<file path="src/rtl/phy_rx_lanes_if.sv">
// ---------------------------------------------------------------------------
// phy_rx_lanes_if -- bundle between the serial lanes of the TX PHY and the
// multi-lane receiver.
//
//   data_serial  [LANES]          one serial bit per lane per cycle, MSB first
//   active       [LANES]          per-lane activation flag
//   data_output  [8*WORD_BYTES]   merged word, first received byte in MSB
//   valid_out                     one-cycle strobe qualifying data_output
//   overflow_err [LANES]          sticky per-lane word-dropped flag
//
// Modports: master = side that drives the serial lanes and observes status,
//           slave  = the receiver.
// ---------------------------------------------------------------------------
interface phy_rx_lanes_if #(
    parameter int LANES      = 2,
    parameter int WORD_BYTES = 4
);
    logic [LANES-1:0]        data_serial;
    logic [LANES-1:0]        active;
    logic [8*WORD_BYTES-1:0] data_output;
    logic                    valid_out;
    logic [LANES-1:0]        overflow_err;

    modport master (
        output data_serial,
        input  active, data_output, valid_out, overflow_err
    );

    modport slave (
        input  data_serial,
        output active, data_output, valid_out, overflow_err
    );
endinterface

</file>
<file path="src/rtl/phy_rx_lanes.sv">
// ---------------------------------------------------------------------------
// phy_rx_lanes -- parametrised multi-lane PHY receiver on the serial bit clock.
//
// Each lane deserialises its bit stream MSB first, aligns to COMMA bytes,
// goes active after ACT_COUNT consecutive aligned commas, strips COMMA/IDLE
// bytes and assembles data bytes into words (first byte in the MSB byte).
// Completed words sit in a one-deep per-lane holding register; a round-robin
// merge drains them in strict lane order onto one word output.
//
// Ports (top):
//   clk_32f  serial bit clock, the only clock
//   reset    asynchronous, active-low
//   bus      phy_rx_lanes_if.slave (data_serial in; active, data_output,
//            valid_out, overflow_err out)
//
// Optional feature (macro RX_IDLE_FLUSH_EN): an IDLE byte arriving while a
// word is partially assembled completes that word with zero low bytes.
// ---------------------------------------------------------------------------

// Per-lane receive path: deserialiser, alignment FSM, word assembler and
// one-deep holding register with overflow detection.
module phy_rx_lane #(
    parameter int         WORD_BYTES = 4,
    parameter logic [7:0] COMMA      = 8'hBC,
    parameter logic [7:0] IDLE       = 8'h7C,
    parameter int         ACT_COUNT  = 4
) (
    input  logic                    clk_32f,
    input  logic                    reset,
    input  logic                    bit_in,
    input  logic                    consume,     // merge takes the held word this edge
    output logic                    active,
    output logic                    pending,
    output logic [8*WORD_BYTES-1:0] hold,
    output logic                    overflow_err
);
    localparam int DW = 8*WORD_BYTES;
    localparam int CW = $clog2(ACT_COUNT+1);
    localparam int IW = (WORD_BYTES > 1) ? $clog2(WORD_BYTES) : 1;
    localparam logic [CW-1:0] ACT_LAST = CW'(ACT_COUNT-1);
    localparam logic [IW-1:0] IDX_LAST = IW'(WORD_BYTES-1);

    typedef enum logic [1:0] {SEARCH, ALIGNED, ACTIVE} lane_state_e;

    lane_state_e   state, state_nxt;
    logic [7:0]    shift, shift_nxt;
    logic [2:0]    bit_cnt, bit_cnt_nxt;
    logic [CW-1:0] comma_cnt, comma_nxt;
    logic [IW-1:0] byte_idx, idx_nxt;
    logic [DW-1:0] asm_word, asm_nxt;
    logic [DW-1:0] word;
    logic [DW-1:0] hold_nxt;
    logic          word_done;
    logic          boundary;
    logic          pend_after;
    logic          pend_nxt, ovf_nxt;

    always_ff @(posedge clk_32f or negedge reset) begin
        if (!reset) begin
            state        <= SEARCH;
            shift        <= '0;
            bit_cnt      <= '0;
            comma_cnt    <= '0;
            byte_idx     <= '0;
            asm_word     <= '0;
            hold         <= '0;
            pending      <= 1'b0;
            overflow_err <= 1'b0;
        end else begin
            state        <= state_nxt;
            shift        <= shift_nxt;
            bit_cnt      <= bit_cnt_nxt;
            comma_cnt    <= comma_nxt;
            byte_idx     <= idx_nxt;
            asm_word     <= asm_nxt;
            hold         <= hold_nxt;
            pending      <= pend_nxt;
            overflow_err <= ovf_nxt;
        end
    end

    always_comb begin
        shift_nxt   = {shift[6:0], bit_in};
        state_nxt   = state;
        bit_cnt_nxt = bit_cnt + 3'd1;
        comma_nxt   = comma_cnt;
        idx_nxt     = byte_idx;
        asm_nxt     = asm_word;
        word        = asm_word;
        word_done   = 1'b0;
        boundary    = (bit_cnt == 3'd7);

        case (state)
            SEARCH: begin
                // Bitwise hunt; a hit makes the next bit the first of a byte.
                bit_cnt_nxt = 3'd0;
                if (shift_nxt == COMMA) begin
                    comma_nxt = CW'(1);
                    state_nxt = ALIGNED;
                end
            end
            ALIGNED: begin
                if (boundary) begin
                    if (shift_nxt == COMMA) begin
                        comma_nxt = comma_cnt + CW'(1);
                        if (comma_cnt == ACT_LAST) state_nxt = ACTIVE;
                    end else begin
                        comma_nxt = '0;
                        state_nxt = SEARCH;
                    end
                end
            end
            ACTIVE: begin
                if (boundary) begin
                    if (shift_nxt == IDLE) begin
`ifdef RX_IDLE_FLUSH_EN
                        // Assembler is cleared after every word, so the
                        // unfilled low bytes are already zero.
                        if (byte_idx != '0) begin
                            word_done = 1'b1;
                            asm_nxt   = '0;
                            idx_nxt   = '0;
                        end
`endif
                    end else if (shift_nxt != COMMA) begin
                        word[8*(WORD_BYTES-1-int'(byte_idx)) +: 8] = shift_nxt;
                        if (byte_idx == IDX_LAST) begin
                            word_done = 1'b1;
                            asm_nxt   = '0;
                            idx_nxt   = '0;
                        end else begin
                            asm_nxt = word;
                            idx_nxt = byte_idx + IW'(1);
                        end
                    end
                end
            end
            default: state_nxt = SEARCH;
        endcase
    end

    // A slot freed by the merge on this edge may be refilled on the same edge.
    always_comb begin
        pend_after = pending & ~consume;
        pend_nxt   = pend_after;
        hold_nxt   = hold;
        ovf_nxt    = overflow_err;
        if (word_done) begin
            if (!pend_after) begin
                hold_nxt = word;
                pend_nxt = 1'b1;
            end else begin
                ovf_nxt = 1'b1;
            end
        end
    end

    assign active = (state == ACTIVE);
endmodule

module phy_rx_lanes #(
    parameter int         LANES      = 2,
    parameter int         WORD_BYTES = 4,
    parameter logic [7:0] COMMA      = 8'hBC,
    parameter logic [7:0] IDLE       = 8'h7C,
    parameter int         ACT_COUNT  = 4
) (
    input  logic           clk_32f,
    input  logic           reset,
    phy_rx_lanes_if.slave  bus
);
    localparam int DW    = 8*WORD_BYTES;
    localparam int PTR_W = (LANES > 1) ? $clog2(LANES) : 1;
    localparam logic [PTR_W-1:0] PTR_LAST = PTR_W'(LANES-1);

    logic [LANES-1:0]          lane_active;
    logic [LANES-1:0]          lane_ovf;
    logic [LANES-1:0]          pending;
    logic [LANES-1:0]          consume;
    logic [LANES-1:0][DW-1:0]  hold;
    logic [PTR_W-1:0]          ptr;
    logic [DW-1:0]             data_q;
    logic                      valid_q;

    for (genvar gi = 0; gi < LANES; gi++) begin : g_lane
        phy_rx_lane #(
            .WORD_BYTES (WORD_BYTES),
            .COMMA      (COMMA),
            .IDLE       (IDLE),
            .ACT_COUNT  (ACT_COUNT)
        ) u_lane (
            .clk_32f      (clk_32f),
            .reset        (reset),
            .bit_in       (bus.data_serial[gi]),
            .consume      (consume[gi]),
            .active       (lane_active[gi]),
            .pending      (pending[gi]),
            .hold         (hold[gi]),
            .overflow_err (lane_ovf[gi])
        );
    end

    // Only the lane under the pointer can be drained; others wait their turn.
    always_comb begin
        consume      = '0;
        consume[ptr] = pending[ptr];
    end

    always_ff @(posedge clk_32f or negedge reset) begin
        if (!reset) begin
            ptr     <= '0;
            data_q  <= '0;
            valid_q <= 1'b0;
        end else if (pending[ptr]) begin
            data_q  <= hold[ptr];
            valid_q <= 1'b1;
            ptr     <= (ptr == PTR_LAST) ? '0 : ptr + PTR_W'(1);
        end else begin
            valid_q <= 1'b0;
        end
    end

    assign bus.active       = lane_active;
    assign bus.overflow_err = lane_ovf;
    assign bus.data_output  = data_q;
    assign bus.valid_out    = valid_q;
endmodule
</file>
<file path="src/flat_wrapper.sv">
// flat-port wrapper written by rule: the top's interface ports become plain ports
module phy_rx_lanes_flat 
#(
    parameter int         LANES      = 2,
    parameter int         WORD_BYTES = 4,
    parameter logic [7:0] COMMA      = 8'hBC,
    parameter logic [7:0] IDLE       = 8'h7C,
    parameter int         ACT_COUNT  = 4
)
  (clk_32f, reset, bus_data_serial, bus_active, bus_data_output, bus_valid_out, bus_overflow_err);
  phy_rx_lanes_if #(.LANES(LANES), .WORD_BYTES(WORD_BYTES)) bus_i ();
  input  logic clk_32f;
  input  logic reset;
  input wire logic [$bits(bus_i.data_serial)-1:0] bus_data_serial;
  output wire logic [$bits(bus_i.active)-1:0] bus_active;
  output wire logic [$bits(bus_i.data_output)-1:0] bus_data_output;
  output wire logic [$bits(bus_i.valid_out)-1:0] bus_valid_out;
  output wire logic [$bits(bus_i.overflow_err)-1:0] bus_overflow_err;
  assign bus_i.data_serial = bus_data_serial;
  assign bus_active = bus_i.active;
  assign bus_data_output = bus_i.data_output;
  assign bus_valid_out = bus_i.valid_out;
  assign bus_overflow_err = bus_i.overflow_err;
  phy_rx_lanes #(.LANES(LANES), .WORD_BYTES(WORD_BYTES), .COMMA(COMMA), .IDLE(IDLE), .ACT_COUNT(ACT_COUNT)) u_core (.clk_32f(clk_32f), .reset(reset), .bus(bus_i));
endmodule
</file>
<file path="config.mk">
export PLATFORM = sky130hd
export DESIGN_NAME = phy_rx_lanes_flat
export DESIGN_NICKNAME = d
export VERILOG_FILES = /design/src/rtl/phy_rx_lanes_if.sv /design/src/rtl/phy_rx_lanes.sv /design/src/flat_wrapper.sv
export SDC_FILE = /design/constraint.sdc
export NUM_CORES = 1
export LEC_CHECK = 0
export CAP_MARGIN = 20
export CORE_MARGIN = 5
export CORE_UTILIZATION = 60
export DETAILED_ROUTE_END_ITERATION = 7
export GPL_ROUTABILITY_DRIVEN = 0
export HOLD_SLACK_MARGIN = 0.08
export MAX_ROUTING_LAYER = met4
export PLACE_DENSITY = 0.83
export RECOVER_POWER = 50
export SKIP_CTS_REPAIR_TIMING = 1
export SLEW_MARGIN = 10
export SYNTH_ARGS = -nofsm -noshare
export SYNTH_HDL_FRONTEND = slang
export SYNTH_HIERARCHICAL = 1
export SYNTH_SLANG_ARGS = --single-unit
</file>
<file path="constraint.sdc">
create_clock -name clk_32f -period 2.3 [get_ports clk_32f]
set_input_delay 0.23 -clock clk_32f [delete_from_list [all_inputs] [get_ports clk_32f]]
set_output_delay 0.23 -clock clk_32f [all_outputs]
set_load 0.05 [all_outputs]
</file>
Word-level counts from Yosys, hierarchy flattened
Index checks and enable logic that the tools add are counted.

storage, ports and cells
  register bits after elaboration = 200
  output and inout bits = 37
  word-level logic and storage cells = 140

operators by class
  $add $sub $neg = 11
  $lt $le $gt $ge = 2
  equality and inequality tests = 22
  shift operators = 4
  mux-type cells = 54
  bitwise gates (word level) = 11
  reduce and logical (&&, ||, !) cells = 15

operators with widths
  operator                                                count
  two-way mux 32 bit                                      12
  negator 6 -> 33 bit                                     2
  variable shift 8 x 33 -> 32 bit (first input constant)  2
  indexed part select 8 x 33 -> 32 bit                    2
  bitwise mux 32 bit                                      2
  two-way mux 3 bit                                       8
  two-way mux 2 bit                                       10
  two-way mux 1 bit                                       17
  equality test 8 x 7 -> 1 bit (second input constant)    2
  equality test 8 bit (second input constant)             2
  inequality test 8 bit (second input constant)           2
  AND reduction 4 bit                                     4
  adder 3 x 1 -> 3 bit (second input constant)            4
  case mux 2 bit (3 select lines)                         2
  case mux 3 bit (2 select lines)                         2
  equality test 2 bit (second input constant)             4
  inequality test 2 bit (second input constant)           4
  inverter 1 bit                                          8
  AND reduction 2 bit                                     4
  equality test 3 x 2 -> 1 bit (second input constant)    2
  equality test 3 bit (second input constant)             2
  inequality test 3 bit (second input constant)           2
  AND reduction 3 bit                                     2
  subtractor 2 x 2 -> 3 bit (first input constant)        2
  other kinds (11)                                        16

Depth between registers and ports, before layout
  depth after elaboration = 9
  mapped depth = 8

Cells and area by module
The synthesis kept the hierarchy.

modules (own cells, without submodules)
  module                                 instances  cells each  area an instance (um^2)  seq. area each (um^2)
  phy_rx_lane (u_core.g_lane[0].u_lane)  1          326         3,468.3                  1,876.8
  phy_rx_lane (u_core.g_lane[1].u_lane)  1          303         3,423.3                  1,876.8
  phy_rx_lanes                           1          147         2,020.7                  850.8

Worst setup path after synthesis
Ideal clock, no wire load.

  path kind = reg2reg
  from = register u_core.g_lane[0].u_lane.byte_idx[0]
  to = register u_core.g_lane[0].u_lane.asm_word[24]
  library setup time = 0.067 ns
  arrival time = 1.961 ns
  path slack = 0.272 ns
  cell stages (with the launch flop) = 6
  path through = dfrtp_1 inv_1 ha_1 nor4b_4 nor3b_4 a22o_1

on the way
  cells in the longest elaborated chain, start to end = 5
  elaborated cells between the ends (all ways) = 7
  classes of those cells = 2 x add/sub; 1 x eq/ne; 2 x shift; 2 x mux

RTL lines
  what                                                                                     line                 source
  from (decl)                                                                              phy_rx_lanes.sv:49   logic [IW-1:0] byte_idx, idx_nxt;
  from (signal assigned)                                                                   phy_rx_lanes.sv:74   byte_idx <= idx_nxt;
  subtractor 2 x 2 -> 3 bit                                                                phy_rx_lanes.sv:126  word[8*(WORD_BYTES-1-int'(byte_idx)) +: 8] = shift_nxt;
  negator 6 -> 33 bit                                                                      phy_rx_lanes.sv:126
  indexed part select 8 x 33 -> 32 bit or variable shift 8 x 33 -> 32 bit (tied branches)  phy_rx_lanes.sv:126
  bitwise mux 32 bit                                                                       phy_rx_lanes.sv:126
  two-way mux 32 bit (*)                                                                   phy_rx_lanes.sv:127  if (byte_idx == IDX_LAST) begin
  to (signal assigned)                                                                     phy_rx_lanes.sv:75   asm_word <= asm_nxt;
  to (decl)                                                                                phy_rx_lanes.sv:50   logic [DW-1:0] asm_word, asm_nxt;

Mark *: on every way between the ends. The rest lies on a longest branch, timed or not.
A chain may end at the register's enable or synchronous reset.

Final worst setup path
  from = register u_core.g_lane[0].u_lane.state[0]
  to = output port bus_active[0]

on the way
  cells in the longest elaborated chain, start to end = 1

RTL lines
  what                    line                 source
  from (decl)             phy_rx_lanes.sv:45   lane_state_e state, state_nxt;
  from (signal assigned)  phy_rx_lanes.sv:70   state <= state_nxt;
  equality test 2 bit     phy_rx_lanes.sv:158  assign active = (state == ACTIVE);
  to (decl)               flat_wrapper.sv:15   output wire logic [$bits(bus_i.active)-1:0] bus_active;

No other way between the ends.

==> results.md <==
- Number of flops mapped to enable cells by yosys: 0
- Total grt overflow: 0
- Synth Cell Area: 8912 um^2
- Starting Density: 0.6132
- WP data arrival: about 2000 ps
- Most frequent cells in the layout: dfrtp_1, o21ai_0, mux2i_1
- Async S/R FF share, synth: 1.000
- Worst-path fanout max: 10
- Initial antenna violation count: 0
- Worst R2R Start: u_core/g_lane[1].u_lane/byte_idx[0]$_DFFE_PN0P_
- Crit path to: bus_active[0]
- Top FF cell, synth: dfrtp_1
- Clock tree buffer depth: 2
- Ys Warns: 6
- Final Critical Period: ~2200 ps
- Sequential power share: 0.507
- Ant. Diodes: 0
- Critical path required time: roughly 2100 ps
- Setup slack, reg-to-reg: 180 ps
- Leak: 4.475 nW
- Core ar.: 14,530 um^2
- Largest net degree at the start of global routing: 54
- Clock power frac: 0.437
- CP Capture Type: output port
- Net switching power: roughly 0.0016 W
- I/O pins: slightly above 40
- Syn Inst Count: slightly below 800
- Worst hold path type: reg -> reg
- Final setup vio count: 0
- Final wirelength: 20.21 mm
- Die ar.: 17,390 um^2
- Clk_skew: around 9.8 ps
- Max-cap violations: 0
- Die Span Y: approximately 130 um
- # port buffers: 40
- GRT Overall Usage: 0.2415
- Fin. Hold Viols: 0
- Peak supply drop: ~0.48 mV
- Max Freq: about 460 MHz
- RSZ-0062 raised after global routing: false
- Sw frac: 0.2328
- FF+latch count, synth: 184
- Status: completed
- CTS sink cnt: about 180
- CTS H-Tree Depth: 4
- DR vias/cell: around 6.3
- Final #Nets: slightly above 800
- Relative slew slack: 0.1847
- DR iter-0 viols: 554
- Placed inst area: just over 9000 um^2
- Most common cell after layout, fill and taps aside: dfrtp_1
- P&R area growth vs syn: 11.37%
- Final Cell Area: between 9000 and 10,000 um^2
- Crit Path Class: reg -> out
- First-pass GRT wire length: roughly 33 mm
- Final core occ: 0.6829
- Routed Antenna Nets: 0
- Final routed DRC violation total: 0
- Number of global-route vias before repair: roughly 6.5k
- Routed wire per std cell: around 20 um
- Register area share after synthesis: 0.5166
- Die Width: about 130 um
- Reg2reg end: u_core/g_lane[1].u_lane/asm_word[24]$_DFFE_PN0P_
- Clk slew on worst S/H paths: 70 ps
- Power per Cell Area: 671.3 nW/um^2
- Fin crit share: 0.9525
- Worst-margin pin slew: approximately 1200 ps
- Synth cell types: 59
- Sequential Area: 4608 um^2
- # fillers: about 1.1k
- CP Launch Type: flip-flop
- Combinational power share: 0.056
- Syn nets: 798
- Multi-input combinational cell area: 3735 um^2
- Syn avg cell area: ~11 um^2
- Final HPWL DP: ~14 mm
- Reg2Reg Depth: 5
- Worst setup path startpoint: u_core/g_lane[0].u_lane/state[0]$_DFFE_PN0P_
- Share of layout cells above drive strength 1: 0.1229
- Cts bufs inserted: 17
- DR vias: approximately 6.3k
- CTS tree: built
- Pint: between 0.005 and 0.006 W
- Cell row count: 44
- Clk_lat worst skew: between 400 and 500 ps
- Max Transition Viols Final: 0
- Setup TNS: 0 ps
- Iteration count of the initial detailed-routing pass: 5
- Root buffer cell: clkbuf_16
-- state kept, by name, indices dropped and copies added, names as in the netlist --
register / flops
u_core/bus.data_output: 32
u_core/bus.valid_out: 1
u_core/g_lane.u_lane/asm_word: 48
u_core/g_lane.u_lane/bit_cnt: 6
u_core/g_lane.u_lane/byte_idx: 4
u_core/g_lane.u_lane/comma_cnt: 6
u_core/g_lane.u_lane/hold: 64
u_core/g_lane.u_lane/overflow_err: 2
u_core/g_lane.u_lane/pending: 2
u_core/g_lane.u_lane/shift: 14
u_core/g_lane.u_lane/state: 4
u_core/ptr: 1
-- final cells by class --
type                    count  area share
repair buffers             66     0.06152
flip-flops and latches    184      0.4643
multi-input cells         500      0.3763
clock buffers              22     0.04778
inverters                  40     0.01513
clock inverters            10     0.01185
well taps                 184     0.02319
-- kinds of logic (layout without fill, tap and decap cells) --
kind of cell | after synthesis | count (layout) | share of synthesized area
mux | 120 | 120 | 0.1466
flops | 184 | 184 | 0.5166
compound gates | 226 | 226 | 0.1540
simple gates | 134 | 134 | 0.09069
buf+inv | 92 | 138 | 0.06402
fa+ha+maj | 18 | 18 | 0.02527
xor+xnor | 2 | 2 | 0.002808
-- critical path, stage by stage, from the launching register on --
cell and delay [ps]:
dfrtp_1 480, nor2_1 220, clkdlybuf4s50_1 840
-- how the worst min path moves through the flow --
stage | to | startpoint | slack (ps) | cells past startpoint
3_3_place_gp | u_core/g_lane[0].u_lane/bit_cnt[0]$_DFF_PN0_ | reset | 190 | 1
5_1_grt | u_core/g_lane[1].u_lane/bit_cnt[0]$_DFF_PN0_ | u_core/g_lane[1].u_lane/bit_cnt[0]$_DFF_PN0_ | 450 | 1
3_5_place_dp | u_core/g_lane[0].u_lane/bit_cnt[1]$_DFF_PN0_ | reset | 190 | 1
6_report | u_core/g_lane[1].u_lane/bit_cnt[0]$_DFF_PN0_ | u_core/g_lane[1].u_lane/bit_cnt[0]$_DFF_PN0_ | 440 | 1
4_1_cts | u_core/g_lane[0].u_lane/state[0]$_DFFE_PN0P_ | reset | -260 | 1
2_1_floorplan | u_core/bus.data_output[0]$_DFFE_PN0P_ | reset | -70 | 0
-- power by group through the flow --
stage	logic [W]	clock network [W]	registers (W)
floorplan	0.000229	0	0.00340
global placement	0.000352	0	0.00343
detailed placement	0.000366	0	0.00343
CTS	0.000372	0.00295	0.00338
global route	0.000414	0.00309	0.00338
finish	0.000372	0.00291	0.00338
-- cells in the mapped netlist, drive strengths merged (3+ instances only) --
master	instances	area, um^2
mux2	24	345.3
mux2i	96	960.9
clkbuf	15	56.30
nand4	4	46.29
o31ai	10	88.83
or3	3	18.77
or2	6	40.04
nand3	10	55.05
o21ai	126	634.4
a32o	4	40.04
a21oi	27	135.1
buf	37	364.1
a22o	15	131.4
a31oi	3	18.77
nor2b	28	182.7
and2b	4	30.03
dfrtp	184	4604
nand2	38	142.6
nor2	16	67.56
ha	18	225.2
nand2b	10	62.56
inv	40	150.1
o2bb2ai	8	70.07
o22ai	25	156.4
-- metrics by stage --
stage	hold slack (ps)	std cells	setup WS, ps	power (W)
floorplan	-65.59	776	272.1	0.003626
global placement	187.4	973	302.1	0.003782
detailed placement	193.3	973	205.5	0.003800
CTS	-263.0	1005	85.67	0.006694
global route	450.8	1006	21.45	0.006885
finish	442.4	1006	109.3	0.006663
-- per-layer routing --
layer | GRT usage | vias up | wire, um
li1 | - | 2830 | -
met1 | 0.3249 | 3193 | 8890
met5 | - | - | 0
met4 | 0.08514 | 0 | 466
met2 | 0.3641 | 232 | 9695
met3 | 0.05458 | 40 | 1156
Note: power is estimated with default switching activity, not from simulation.
